File: config.mk
export PLATFORM = sky130hd
export DESIGN_NAME = philo_ring
export DESIGN_NICKNAME = d
export VERILOG_FILES = /design/src/rtl/philo_pkg.sv /design/src/rtl/philo_cell.sv /design/src/rtl/philo_ring.sv
export SDC_FILE = /design/constraint.sdc
export NUM_CORES = 1
export LEC_CHECK = 0
export BUFFER_PORTS_ARGS = -buffer_cell sky130_fd_sc_hd__buf_2
export CORE_UTILIZATION = 40
export CTS_CLUSTER_SIZE = 40
export DETAILED_ROUTE_END_ITERATION = 8
export SKIP_CTS_REPAIR_TIMING = 1
export SLEW_MARGIN = 20
export SYNTH_ARGS = -nofsm -noshare
export SYNTH_HDL_FRONTEND = slang
export SYNTH_SLANG_ARGS = --single-unit
File: constraint.sdc
create_clock -name clock -period 5.2 [get_ports clock]
set_input_delay 0.26 -clock clock [delete_from_list [all_inputs] [get_ports clock]]
set_output_delay 0.26 -clock clock [all_outputs]
set_load 0.1 [all_outputs]
File: src/rtl/philo_pkg.sv
// Shared types for the philosopher ring: seat state encoding and the ring
// neighbour index helper.
package philo_pkg;

  typedef enum logic [1:0] {
    THINKING = 2'd0,
    READING  = 2'd1,
    EATING   = 2'd2,
    HUNGRY   = 2'd3
  } state_t;

  // Seat index at distance off around a ring of n seats (off in 0..n-1).
  function automatic int nbr(input int i, input int n, input int off);
    return (i + off) % n;
  endfunction

endpackage

File: src/rtl/philo_cell.sv
// One philosopher seat: state register, eat pulse, and the optional
// starvation counter (built only when PHILO_STARVE_MON_EN is defined).
module philo_cell
  import philo_pkg::*;
#(
  parameter state_t INIT_ST      = THINKING,
  parameter int     STARVE_LIMIT = 15
) (
  input  logic   clock,
  input  logic   reset,
  input  logic   coin,
  input  state_t left,
  input  state_t right,
  output state_t st,
  output logic   eat_pulse,
  output logic   eat_next,
  output logic   starve
);

  if (STARVE_LIMIT < 1 || STARVE_LIMIT > 255) begin : g_bad_limit
    $error("philo_cell: STARVE_LIMIT out of range 1..255");
  end

  state_t st_d, st_q;
  logic   eat_pulse_q;

  always_comb begin
    st_d = st_q;
    case (st_q)
      READING:  if (left == THINKING) st_d = THINKING;
      THINKING: st_d = !coin ? HUNGRY : (right == READING) ? READING : THINKING;
      EATING:   if (coin) st_d = THINKING;
      HUNGRY:   if (left != EATING && right != HUNGRY && right != EATING) st_d = EATING;
      default:  st_d = st_q;
    endcase
  end

  // Exported so the ring can count meals in the same cycle the pulse shows.
  assign eat_next = (st_q == HUNGRY) && (st_d == EATING);

  always_ff @(posedge clock) begin
    if (reset) begin
      st_q        <= INIT_ST;
      eat_pulse_q <= 1'b0;
    end else begin
      st_q        <= st_d;
      eat_pulse_q <= eat_next;
    end
  end

  assign st        = st_q;
  assign eat_pulse = eat_pulse_q;

`ifdef PHILO_STARVE_MON_EN
  localparam logic [7:0] LIMIT = 8'(STARVE_LIMIT);

  logic [7:0] cnt_d, cnt_q;
  logic       starve_d, starve_q;

  always_comb begin
    cnt_d    = 8'd0;
    if (st_d == HUNGRY) cnt_d = (cnt_q >= LIMIT) ? LIMIT : cnt_q + 8'd1;
    starve_d = (cnt_d == LIMIT);
  end

  always_ff @(posedge clock) begin
    if (reset) begin
      cnt_q    <= 8'd0;
      starve_q <= 1'b0;
    end else begin
      cnt_q    <= cnt_d;
      starve_q <= starve_d;
    end
  end

  assign starve = starve_q;
`else
  assign starve = 1'b0;
`endif

endmodule

File: src/rtl/philo_ring.sv
// N-seat philosopher ring with meal accounting and sticky adjacent-eat /
// deadlock flags; per-seat starvation monitor under PHILO_STARVE_MON_EN.
module philo_ring
  import philo_pkg::*;
#(
  parameter int N            = 8,
  parameter int INIT_READER  = 0,
  parameter int STARVE_LIMIT = 15,
  parameter int MW           = 16
) (
  input  logic            clock,
  input  logic            reset,
  input  logic [N-1:0]    coin,
  output logic [2*N-1:0]  st,
  output logic [N-1:0]    eat_pulse,
  output logic [MW-1:0]   meals,
  output logic            adj_eat,
  output logic            deadlock,
  output logic [N-1:0]    starve
);

  if (N < 3 || N > 64) begin : g_bad_n
    $error("philo_ring: N out of range 3..64");
  end

  state_t         seat [N];
  logic [N-1:0]   eat_next;

  for (genvar i = 0; i < N; i++) begin : g_seat
    localparam state_t INIT_ST = (i == INIT_READER) ? READING : THINKING;
    localparam int     L       = nbr(i, N, 1);
    localparam int     R       = nbr(i, N, N - 1);

    philo_cell #(
      .INIT_ST      (INIT_ST),
      .STARVE_LIMIT (STARVE_LIMIT)
    ) u_cell (
      .clock     (clock),
      .reset     (reset),
      .coin      (coin[i]),
      .left      (seat[L]),
      .right     (seat[R]),
      .st        (seat[i]),
      .eat_pulse (eat_pulse[i]),
      .eat_next  (eat_next[i]),
      .starve    (starve[i])
    );

    assign st[2*i+1:2*i] = seat[i];
  end

  localparam logic [MW+6:0] MEAL_MAX = {7'd0, {MW{1'b1}}};

  logic [6:0]    pc;
  logic [MW+6:0] sum;
  logic [MW-1:0] meals_d, meals_q;
  logic          adj_c, dl_c;
  logic          adj_d, adj_q, dl_d, dl_q;

  always_comb begin
    pc    = 7'd0;
    adj_c = 1'b0;
    dl_c  = 1'b1;
    for (int i = 0; i < N; i++) begin
      pc    = pc + 7'(eat_next[i]);
      adj_c = adj_c | (seat[i] == EATING && seat[nbr(i, N, 1)] == EATING);
      dl_c  = dl_c & (seat[i] == HUNGRY);
    end
    sum     = {7'd0, meals_q} + {{MW{1'b0}}, pc};
    meals_d = (sum > MEAL_MAX) ? {MW{1'b1}} : sum[MW-1:0];
    // Flags look at the registered states, so they trail them by a cycle.
    adj_d   = adj_q | adj_c;
    dl_d    = dl_q | dl_c;
  end

  always_ff @(posedge clock) begin
    if (reset) begin
      meals_q <= '0;
      adj_q   <= 1'b0;
      dl_q    <= 1'b0;
    end else begin
      meals_q <= meals_d;
      adj_q   <= adj_d;
      dl_q    <= dl_d;
    end
  end

  assign meals    = meals_q;
  assign adj_eat  = adj_q;
  assign deadlock = dl_q;

endmodule

# == After elaboration in Yosys (flattened, before gate mapping) ==
# Cells that the tools add are included.
# word_totals
mem_bits_rw,0
mem_count,0
out_inout_bits,50
register_bits,42
latchBits,0
rom_bits,0
# classes
n_reduce_logical,40
n_addsub,8
order_cmp,1
muxes,49
div_mod_pow,0
eq_ne,48
mul,0
bitwise_logic,16
shifts,0
# op_table
cell,n
2-bit two-way mux,32
2-bit one-hot mux with 4 select lines,8
"2-bit == test, second input constant",24
1-bit logical AND,32
"2-bit inequality test, second input constant",16
16-bit by 7-bit adder with 17-bit output,1
"17-bit by 16-bit greater-than comparator with 1-bit output, second input constant",1
"2-bit by 1-bit == test with 1-bit output, second input constant",8
2-bit logical NOT,8
16-bit two-way mux,1
1-bit OR,9
1-bit two-way mux,8
6-bit by 1-bit adder with 7-bit output,1
7-bit by 1-bit adder with 7-bit output,1
1-bit bitwise AND,7
5-bit by 1-bit adder with 6-bit output,1
4-bit by 1-bit adder with 5-bit output,1
3-bit by 1-bit adder with 4-bit output,1
2-bit by 1-bit adder with 3-bit output,1
1-bit by 1-bit adder with 2-bit output,1

# == Depth between registers and ports, before layout ==
# depth
word_depth,17
depth_mapped,14

# == Hierarchy ==
# A second synthesis with hierarchy kept.
# unflattened
hier_cells,259
area_unflattened_um2,2309.7
# modules_own_cells
module,cells_per_inst,seq_area_each_um2,instances,area_each_um2
philo_ring,123,360.3,1,1114.8
philo_cell (g_seat[1].u_cell ...),17,60.1,7,150.1
philo_cell (g_seat[0].u_cell),17,60.1,1,143.9

# == Worst setup path before layout ==
# No wires, ideal clock.
# synth_path
path_type,flip-flop to flip-flop
from,register g_seat[1].u_cell.st_q[1]
to,"register meals_q[12], in the netlist meals[12]"
required_time_ns,5.026
arrival_ns,4.387
stages_incl_launch_ff,14
period_less_slack_ns,4.562
slack_ns,0.638
path_buffers,0
path_cell_list,dfxtp_1 > nor2b_1 > nor3_1 > fa_1 > inv_1 > fa_1 > fa_1 > fa_1 > fa_1 > nor2b_1 > o21ai_2 > a21oi_2 > and4b_1 > a211oi_1
# synth_via
elab_chain_cells,17
elab_cells_between_ends,37
cone_classes,8 x add/sub; 1 x order compare; 8 x eq/ne; 12 x mux; 8 x reduce/logical
# synth_rtl
item,line_no,source
"start, declared",philo_cell.sv:24,"state_t st_d, st_q;"
"start signal, assigned",philo_cell.sv:46,st_q <= st_d;
2-bit inequality test,philo_cell.sv:33,HUNGRY: if (left != EATING && right != HUNGRY && right != EATING) st_d = EATING;
1-bit logical AND (2 in a row),philo_cell.sv:33,
2-bit two-way mux,philo_cell.sv:33,
2-bit one-hot mux with 4 select lines (*),philo_cell.sv:29,case (st_q)
2-bit == test (*),philo_cell.sv:39,assign eat_next = (st_q == HUNGRY) && (st_d == EATING);
1-bit logical AND (*),philo_cell.sv:39,
named net g_seat[0].u_cell.eat_next,philo_cell.sv:16,"output logic eat_next,"
1-bit by 1-bit adder with 2-bit output (*),philo_ring.sv:65,pc = pc + 7'(eat_next[i]);
2-bit by 1-bit adder with 3-bit output (*),philo_ring.sv:65,
3-bit by 1-bit adder with 4-bit output (*),philo_ring.sv:65,
4-bit by 1-bit adder with 5-bit output (*),philo_ring.sv:65,
5-bit by 1-bit adder with 6-bit output (*),philo_ring.sv:65,
6-bit by 1-bit adder with 7-bit output (*),philo_ring.sv:65,
7-bit by 1-bit adder with 7-bit output (*),philo_ring.sv:65,
16-bit by 7-bit adder with 17-bit output (*),philo_ring.sv:69,"sum = {7'd0, meals_q} + {{MW{1'b0}}, pc};"
17-bit by 16-bit greater-than comparator with 1-bit output,philo_ring.sv:70,meals_d = (sum > MEAL_MAX) ? {MW{1'b1}} : sum[MW-1:0];
16-bit two-way mux (*),philo_ring.sv:70,
"end signal, assigned",philo_ring.sv:82,meals_q <= meals_d;
"end, declared",philo_ring.sv:56,"logic [MW-1:0] meals_d, meals_q;"
# The timed path passes the listed nets; every way through them passes the cells marked *.
# A chain may end at the register's enable or synchronous reset.

# == Worst setup path after layout ==
# layout_path
from,register g_seat[1].u_cell.st_q[1]
to,"register meals_q[14], in the netlist meals[14]"
# Same word-level chain as after synthesis.

==> run_results.csv <==
group,metric,value,unit
placed_design,dp_slack,1.14,ns
cts,cts_tree,"yes",
floorplanning,dieHeight,76.5,um
detailed_routing,wl_met3,240,um
synthesis,synth-seq-area-share,37.9,%
detailed_routing,vias,1854,
placed_design,hpwl,3.53,mm
worst_setup_path,startpoint_type,"register",
placed_design,port_buffers,51,
detailed_routing,drt_iter0_drc,77,
worst_setup_path,crit_path_top_delay_cell,"fa_1",
detailed_routing,firstDrtPassIters,4,
detailed_routing,antenna_left,0,
worst_setup_path,cp_cell_sequence,"nor2b_1 -> nor3_1 -> fa_1 -> inv_1 -> fa_1 -> fa_1 -> fa_1 -> fa_1 -> nor2b_1 -> o21ai_2 -> a211oi_2 -> nor2_1 -> a211oi_1",
timing,setup_viol_count_final,0,
power,peakVddDrop,0.000167,V
synthesis,synth_area,2220,sq um
timing,skew,0.00492,ns
placed_design,postPlaceCellArea,2440,sq um
job,cap_violations,0,
synthesis,synth.most_common_cell,"dfxtp_1",
timing,max_slew_margin,49.1,%
synthesis,synth_seq_cells,42,
worst_setup_path,crit_top_cell,"fa_1",
placed_design,gp_congestion,0.780,
global_route,grt-ovfl-total,0,
worst_hold_path,hp-class,"in2reg",
timing,post-route-period-util,78.3,%
cts,h-tree-depth,2,
final_layout,nNetsFinal,323,
detailed_routing,wl_met2,2.11,mm
cts,cts.sinks,42,
detailed_routing,top_layer,"met4",
timing,tns,0,ns
timing,drv_slew,0,
final_layout,fin_area,2530,sq um
detailed_routing,drcViolationCount,0,
timing,fin_crit,4.07,ns
synthesis,yosys-top-cells-count,"dfxtp_1 (42), nor2_1 (26), a21oi_1 (22)",
synthesis,synthArstFlopShare,0,%
worst_setup_path,critPathKind,"reg2reg",
status,status,"finished clean",
worst_setup_path,worstSetupEndpointType,"register",
floorplanning,die_x,76.5,um
cts,clockRootBuffer,"clkbuf_8",
synthesis,synth_top_area_share,37.9,%
synthesis,synthTopCellsByArea,"dfxtp_1 (38%), buf_4 (5.7%), nor2b_1 (5.1%), a21oi_1 (5.0%), fa_1 (4.5%)",
timing,worst_slack,1.13,ns
floorplanning,die_area,5850,sq um
worst_setup_path,required,5.41,ns
cts,cts-buffers-inserted,5,
worst_setup_path,cp.arrival,4.28,ns
global_route,grt_use_total,18.0,%
global_route,antenna_found_initial,0,
timing,timing.fmax,246,MHz
cts,clk_latency,0.30,ns
global_route,grt_max_degree,43,
final_layout,syn2layout_area_growth,14.1,%
floorplanning,core,5240,sq um
timing,rsz0062_at_grt,"false",
worst_setup_path,crit_fanout,9,
final_layout,layout-drive-gt1-share,22.8,%
detailed_routing,via_per_inst,4.97,
synthesis,yosys.area.top_type,"dfxtp_1",
global_route,grt_pass1_wl,8.42,mm
cts,cts_buffer_depth,2,
detailed_routing,wl,4.90,mm
floorplanning,io_pins,60,
power,power_density,410,nW/um^2
power,power.total,1.04,mW
synthesis,ys.flop_type,"dfxtp_1",
synthesis,synth_edf_count,0,
detailed_routing,wl_met1,2.49,mm
global_route,grt_pass1_vias,1731,
worst_setup_path,slowest_delay,0.51,ns
synthesis,ys_types,45,
final_layout,antenna-diode-count,0,
timing,hold_violations,0,
detailed_routing,wl_per_cell,13.1,um
timing,tightestPinTransition,0.764,ns
worst_setup_path,reg2reg_slack,1.13,ns
floorplanning,start_util,42.4,%
synthesis,synthCells,259,
cts,clkTransAtPathRegs,0.08,ns
synthesis,ys_warn_count,0,
power,p_leak,1.14,nW
floorplanning,std_cell_rows,26,
synthesis,avgSynthCellArea,8.57,sq um
-- cells by family after synthesis --
kind of cell | synth area share, %
and+or+nand+nor | 25.8
AOI/OAI and AO/OA | 16.2
DFF | 37.9
buffers and inverters | 8.29
adders and majority gates | 7.89
xor gates and xnor gates | 2.76
muxes | 0.958
other | 0.169
-- per-stage QoR --
stage          instances  hold slack, ns  util (%)
3_5_place_dp         365           0.459      46.6
4_1_cts              373           0.280      48.4
5_1_grt              373           0.320      48.4
3_3_place_gp         365           0.449      46.6
2_1_floorplan        266           0.461         -
6_report             373           0.289      48.4
-- metal layers --
layer / track usage, % / vias up
li1: - / 955
met1: 25.2 / 845
met2: 26.6 / 50
met3: 4.55 / 4
met4: 6.35 / 0
met5: 0 / -
-- worst max-delay path, delay by kind of cell (launching register included) --
family,cells,cell delay (ns)
fa+ha+maj,5,2.27
flops,1,0.46
buf+inv,1,0.05
compound gates,3,0.58
simple gates,4,0.61
-- final timing paths --
check,from,end,cells after the start
hold reg to reg,adj_eat$_SDFF_PP0_,adj_eat$_SDFF_PP0_,2
setup / recovery,g_seat[1].u_cell.st[1]$_SDFF_PP0_,meals[14]$_SDFF_PP0_,13
setup reg to reg,g_seat[1].u_cell.st[1]$_SDFF_PP0_,meals[14]$_SDFF_PP0_,13
hold / removal,coin[0],g_seat[0].u_cell.st[1]$_SDFF_PP0_,4
-- flip-flops by register name (all words and copies together) (netlist names) --
name                     cells
g_seat.u_cell.st            16
meals                       16
g_seat.u_cell.eat_pulse      8
adj_eat                      1
deadlock                     1
-- power breakdown --
| part | switching [mW] | internal (mW) |
|---|---|---|
| Combinational | 0.332 | 0.0865 |
| Sequential | 0.0454 | 0.352 |
| Clock | 0.114 | 0.107 |
-- area by class of cell --
cell class | count | area, sq um
Timing Repair Buffer | 51 | 255
Tap cell | 70 | 87.6
Inverter | 10 | 37.5
Multi-Input combinational cell | 192 | 1220
Sequential cell | 42 | 841
Fill cell | 565 | 2700
Clock buffer | 7 | 86.3
Clock inverter | 1 | 5.00
-- layout by cell type, fill, tap and decap left out, drive strengths merged, types with 3 or more instances in the layout --
| cell type | Yosys | routed |
|---|---|---|
| inv | 10 | 10 |
| nand2 | 17 | 17 |
| ha | 6 | 6 |
| xor2 | 6 | 6 |
| or3 | 4 | 4 |
| nor3b | 3 | 3 |
| a21oi | 24 | 24 |
| o21ai | 11 | 11 |
| dfxtp | 42 | 42 |
| nor3 | 6 | 6 |
| fa | 5 | 5 |
| nor2 | 27 | 27 |
| clkbuf | 5 | 7 |
| or2 | 4 | 4 |
| nand2b | 9 | 9 |
| a21o | 4 | 4 |
| and2 | 3 | 3 |
| conb | 1 | 8 |
| nor2b | 18 | 18 |
| a211oi | 6 | 6 |
| nand3 | 5 | 5 |
| buf | 17 | 51 |
| a221oi | 3 | 3 |
| nor4 | 5 | 5 |
(Power assumes the default switching activity.)
